File: config.mk
export PLATFORM = sky130hd
export DESIGN_NAME = mem_access_unit
export DESIGN_NICKNAME = d
export VERILOG_FILES = /design/src/rtl/mem_access_unit_pkg.sv /design/src/rtl/mem_access_unit_mem_wb.sv /design/src/rtl/mem_access_unit.sv
export SDC_FILE = /design/constraint.sdc
export NUM_CORES = 1
export LEC_CHECK = 0
export CORE_UTILIZATION = 37
export DETAILED_ROUTE_END_ITERATION = 12
export GPL_TIMING_DRIVEN = 0
export PLACE_DENSITY_LB_ADDON = 0.05
export SKIP_CTS_REPAIR_TIMING = 1
export SYNTH_ARGS = -nofsm -noshare
export SYNTH_HDL_FRONTEND = slang
export SYNTH_SLANG_ARGS = --single-unit
File: constraint.sdc
create_clock -name clk -period 1.7 [get_ports clk]
set_input_delay 0.51 -clock clk [delete_from_list [all_inputs] [get_ports clk]]
set_output_delay 0.51 -clock clk [all_outputs]
set_load 0.05 [all_outputs]
File: src/rtl/mem_access_unit_pkg.sv
// Shared definitions for the memory stage: FSM state encoding and
// default datapath / register-number widths.
package mem_access_unit_pkg;

  localparam int N_DEFAULT    = 32;
  localparam int RW_W_DEFAULT = 5;

  typedef enum logic {
    RUN  = 1'b0,
    HOLD = 1'b1
  } mau_state_t;

endpackage

File: src/rtl/mem_access_unit_mem_wb.sv
// MEM/WB pipeline register. Selects between load data and ALU result,
// qualifies the register-file write, and produces the one-cycle
// overflow and misalignment exception pulses.
module mem_wb_reg #(
  parameter int N    = 32,
  parameter int RW_W = 5
) (
  input  logic            clk,
  input  logic            rst,
  input  logic            valid,
  input  logic            reg_wr,
  input  logic            mem_to_reg,
  input  logic            overflow,
  input  logic            misaligned,
  input  logic [RW_W-1:0] rw,
  input  logic [N-1:0]    alu_out,
  input  logic [N-1:0]    rdata,
  output logic            wb_valid,
  output logic            wb_RegWr,
  output logic [RW_W-1:0] wb_Rw,
  output logic [N-1:0]    wb_busW,
  output logic            ovf_exc,
  output logic            misalign
);

  // Capture the retiring op every cycle; a stalled cycle arrives with valid=0 and becomes a bubble
  always_ff @(posedge clk) begin
    if (rst) begin
      wb_valid <= 1'b0;
      wb_RegWr <= 1'b0;
      wb_Rw    <= '0;
      wb_busW  <= '0;
      ovf_exc  <= 1'b0;
      misalign <= 1'b0;
    end else begin
      wb_valid <= valid;
      wb_RegWr <= valid & reg_wr & ~overflow & ~misaligned;
      wb_Rw    <= rw;
      wb_busW  <= mem_to_reg ? rdata : alu_out;
      ovf_exc  <= valid & overflow;
      misalign <= valid & misaligned;
    end
  end

endmodule

File: src/rtl/mem_access_unit.sv
// Memory stage of the pipelined CPU: EX/MEM register, data-memory
// handshake with upstream stall, branch resolution and MEM/WB result.
// Optional feature macro: MEM_ALIGN_CHECK_EN enables the word-alignment
// check (misaligned accesses are suppressed and flagged on 'misalign').
module mem_access_unit
  import mem_access_unit_pkg::*;
#(
  parameter int N    = N_DEFAULT,
  parameter int RW_W = RW_W_DEFAULT
) (
  input  logic            clk,
  input  logic            rst,
  input  logic            ex_valid,
  input  logic [N-1:0]    newPC,
  input  logic            Zero,
  input  logic            Overflow,
  input  logic [N-1:0]    ALUout,
  input  logic [N-1:0]    BB,
  input  logic [RW_W-1:0] Rw,
  input  logic            MW,
  input  logic            BR,
  input  logic            MR,
  input  logic            RW,
  output logic            stall,
  output logic            pcsrc,
  output logic [N-1:0]    branch_target,
  output logic            dmem_req,
  output logic            dmem_we,
  output logic [N-1:0]    dmem_addr,
  output logic [N-1:0]    dmem_wdata,
  input  logic [N-1:0]    dmem_rdata,
  input  logic            dmem_ready,
  output logic            wb_valid,
  output logic            wb_RegWr,
  output logic [RW_W-1:0] wb_Rw,
  output logic [N-1:0]    wb_busW,
  output logic            ovf_exc,
  output logic            misalign
);

  logic            exm_valid;
  logic [N-1:0]    exm_newPC;
  logic            exm_Zero;
  logic            exm_Overflow;
  logic [N-1:0]    exm_ALUout;
  logic [N-1:0]    exm_BB;
  logic [RW_W-1:0] exm_Rw;
  logic            exm_MW;
  logic            exm_BR;
  logic            exm_MR;
  logic            exm_RW;

  logic            memop;
  logic            mis_access;

  mau_state_t      state;
  logic [15:0]     wait_cnt;

  // EX/MEM register: take a new instruction whenever the memory stage is not waiting on dmem
  always_ff @(posedge clk) begin
    if (rst) begin
      exm_valid    <= 1'b0;
      exm_newPC    <= '0;
      exm_Zero     <= 1'b0;
      exm_Overflow <= 1'b0;
      exm_ALUout   <= '0;
      exm_BB       <= '0;
      exm_Rw       <= '0;
      exm_MW       <= 1'b0;
      exm_BR       <= 1'b0;
      exm_MR       <= 1'b0;
      exm_RW       <= 1'b0;
    end else if (!stall) begin
      exm_valid    <= ex_valid;
      exm_newPC    <= newPC;
      exm_Zero     <= Zero;
      exm_Overflow <= Overflow;
      exm_ALUout   <= ALUout;
      exm_BB       <= BB;
      exm_Rw       <= Rw;
      exm_MW       <= MW;
      exm_BR       <= BR;
      exm_MR       <= MR;
      exm_RW       <= RW;
    end
  end

  assign memop = exm_valid & (exm_MW | exm_MR);

`ifdef MEM_ALIGN_CHECK_EN
  // A misaligned access never reaches memory, so it can never stall
  assign mis_access = memop & (exm_ALUout[1:0] != 2'b00);
`else
  assign mis_access = 1'b0;
`endif

  // Memory request is driven straight from EX/MEM so it stays stable while held
  assign dmem_req      = memop & ~mis_access;
  assign dmem_we       = exm_MW;
  assign dmem_addr     = exm_ALUout;
  assign dmem_wdata    = exm_BB;
  assign stall         = dmem_req & ~dmem_ready;
  assign pcsrc         = exm_valid & exm_BR & exm_Zero & ~stall;
  assign branch_target = exm_newPC;

  // Handshake tracker: marks cycles spent waiting on memory and counts them for debug
  always_ff @(posedge clk) begin
    if (rst) begin
      state    <= RUN;
      wait_cnt <= '0;
    end else begin
      case (state)
        RUN:     if (stall) state <= HOLD;
        HOLD:    if (dmem_ready) state <= RUN;
        default: state <= RUN;
      endcase
      if (state == HOLD) wait_cnt <= wait_cnt + 16'd1;
    end
  end

  mem_wb_reg #(
    .N    (N),
    .RW_W (RW_W)
  ) u_mem_wb (
    .clk        (clk),
    .rst        (rst),
    .valid      (exm_valid & ~stall),
    .reg_wr     (exm_RW),
    .mem_to_reg (exm_MR),
    .overflow   (exm_Overflow),
    .misaligned (mis_access),
    .rw         (exm_Rw),
    .alu_out    (exm_ALUout),
    .rdata      (dmem_rdata),
    .wb_valid   (wb_valid),
    .wb_RegWr   (wb_RegWr),
    .wb_Rw      (wb_Rw),
    .wb_busW    (wb_busW),
    .ovf_exc    (ovf_exc),
    .misalign   (misalign)
  );

endmodule

==> metrics <==
Setup WS pre-CTS -0.8753 ns; Final ANT Viol Nets 0; Via density 4.926; WHS Path Cells 1; DP HPWL between 10000 and 15000 um; leakage 4.122 nW; H-tree depth 4; die width 127.9 um; min setup slack post-route -0.4244 ns; 1st-iter DRT viols 311; Synth Register Bits approximately 150; total CTS buffers 17; sequential area share after synthesis 0.5051; final worst path period need 2.124 ns; max-slew violations 0; synthesized area between 0.005 and 0.006 mm^2; Worst Hold Endpoint u_mem_wb.wb_Rw[2]; syn_nets roughly 760; DRT Pass-1 Iters 4; Die ar. 0.01636 mm^2; Die H 127.9 um; layout cells sized above 1 0.2036; CP Class register to primary output; Worst EP arrival 1.61 ns; total of max-cap violations 0; reg2reg end dmem_addr[16]; endpoints failing hold 0; largest area contributor in the netlist dfxtp_1; element type at the critical path end primary output; met1 Use GR 0.2780; largest cells by area after synthesis dfxtp_1, or3b_1, a21oi_1, o21ai_0, mux2i_1; Core Footprint 0.01531 mm^2; CP Max Fanout 5; final WL 19520 um; Antenna Cells 0; slew at the pin closest to its max-slew limit around 0.53 ns; Slew HR 0.6465; per-cell routed wire length 16.98 um; busiest grt layer met2; Pwr Density just over 1000 mW/mm^2; R2R depth 8; GR Util All Layers 0.2366; area share of the largest cell type after synthesis 0.5051; status complete, but fails checks; first-pass GRT wire length between 20000 and 30000 um; DRC 0; Max stage delay cell, worst path dfxtp_2; Synth-to-Final Area Change 58.23%; routing usage on met3 0.07471; CTS tree built; library cells used by synthesis 23; worst hold path type register to register; Overflow after GRT 0; vias in the first global route 5672; crit-path cells buf_6 -> o21ai_4 -> or2_1 -> buf_6 -> clkinvlp_4 -> nor2_4 -> buf_6; Mapped Cells 613; boundary pin count 284; antenna violations before repair 1; CP peak stage delay 0.31 ns; TNS Setup -0.9626 ns; critical path required time 1.19 ns; initial core utilization 0.3830; unrepaired setup endpoints after global routing true; most common cell after layout, fill and taps aside dfxtp_1; violated checks setup timing; Buffers on Ports 280; # setup viols final 3; via count 5660; M2 GR Usage 0.3999; clk_lat worst skew 0.42 ns; Final Net Count 1068; CTS max path bufs 2; flop-to-flop setup slack 0.09 ns; type of origin of the critical path register; Sink Count 148; Site Rows 45; largest net degree at the start of global routing 17; Final Skew 0.008249 ns; peak supply drop 610.4 uV; worst r2r src exm_MR; Mean Syn Cell Area 9.569 um^2; Root Driver clkbuf_16; CTS clk-pin slew, worst paths 0.06 ns; Worst Hold Launch exm_Rw[2]; Peak Freq 470.7 MHz; period utilisation layout 1.250; cell mode on critical path buf_6; Synth warnings 0; most frequent cells in the layout dfxtp_1, clkdlybuf4s50_1, clkbuf_2; Final Wtd Congestion 0.7996
## synthesized netlist by cell type
master    count
o21ai_0      76
and3b_1       2
mux2i_1      32
mux2_1        5
o21ai_4       1
or3b_1      100
buf_4         1
and2_1        1
buf_6        11
or2_1         1
a21oi_1     103
nand3b_1      2
clkbuf_1     43
conb_1        1
o21bai_1      1
nand3_1       1
nor2b_1      10
nor2_1       33
o21ai_1      26
buf_1         3
inv_1         3
dfxtp_1     148
buf_2         9
## worst max-delay path by stage
stage / end / from / slack [ns]
5_1_grt: pcsrc / exm_MR / -0.50
6_report: pcsrc / exm_MR / -0.42
3_3_place_gp: pcsrc / dmem_ready / -0.85
4_1_cts: pcsrc / exm_MR / -1.21
2_1_floorplan: pcsrc / dmem_ready / -0.36
3_5_place_dp: pcsrc / dmem_ready / -0.88
## registers in the layout, indices dropped and copies added, names as in the netlist, 5 cells and up
name,count
branch_target,32
dmem_addr,32
dmem_wdata,32
exm_Rw,5
u_mem_wb.wb_Rw,5
u_mem_wb.wb_busW,32
## routing by layer
layer	vias to the layer above	part of all wire
met1	2622	0.42
li1	2797	-
met3	23	0.079
met4	2	0.015
met2	216	0.49
met5	-	0.00092
## power by group
group / switching, W / internal, W / leakage, nW / total, W
combinational: 0.00118 / 0.000698 / 2.59 / 0.00188
clock: 0.00143 / 0.00246 / 0.299 / 0.00388
sequential: 0.000109 / 0.00368 / 1.23 / 0.00379
total: 0.00271 / 0.00684 / 4.12 / 0.00955
## through the flow
stage / instance area [um^2] / util / std cells / total power [W] / hold slack [ns]
final: 9281 / 0.6060 / 1149 / 0.009550 / 0.4594
after global routing: 9281 / 0.6060 / 1149 / 0.009920 / 0.4684
after global placement: 8967 / 0.5855 / 1104 / 0.005829 / 0.4502
after detailed placement: 8967 / 0.5855 / 1104 / 0.005856 / 0.4542
after CTS: 9580 / 0.6256 / 1136 / 0.009739 / 0.4622
after floorplan: 5901 / - / 613 / 0.004988 / 0.4354
## critical path: cells and delay by family, from the launching register on
| kind | cells | cell delay, ns |
|---|---|---|
| AO/OA/AOI/OAI | 1 | 0.13 |
| buffers and inverters | 4 | 0.52 |
| flip-flops | 1 | 0.31 |
| AND/OR/NAND/NOR | 2 | 0.24 |
## kinds of logic (layout without fill, tap and decap cells)
| group | after synthesis | in the layout | synth area share |
|---|---|---|---|
| buffers and inverters | 70 | 395 | 0.06143 |
| multiplexers | 37 | 37 | 0.06421 |
| AND/OR/NAND/NOR | 150 | 150 | 0.1896 |
| flip-flops | 148 | 148 | 0.5051 |
| other | 1 | 1 | 0.0006393 |
| AO/OA/AOI/OAI | 207 | 207 | 0.1790 |
## layout make-up
cell class / instances / area [um^2]
Sequential cell: 148 / 2967
Buffer: 66 / 377.9
Timing Repair Buffer: 294 / 2481
Inverter: 3 / 15.01
Fill cell: 1359 / 6033
Clock buffer: 23 / 488.0
Multi-Input combinational cell: 395 / 2564
Clock inverter: 9 / 125.1
Tap cell: 211 / 264.0
Power figures use the tool's default switching activity.
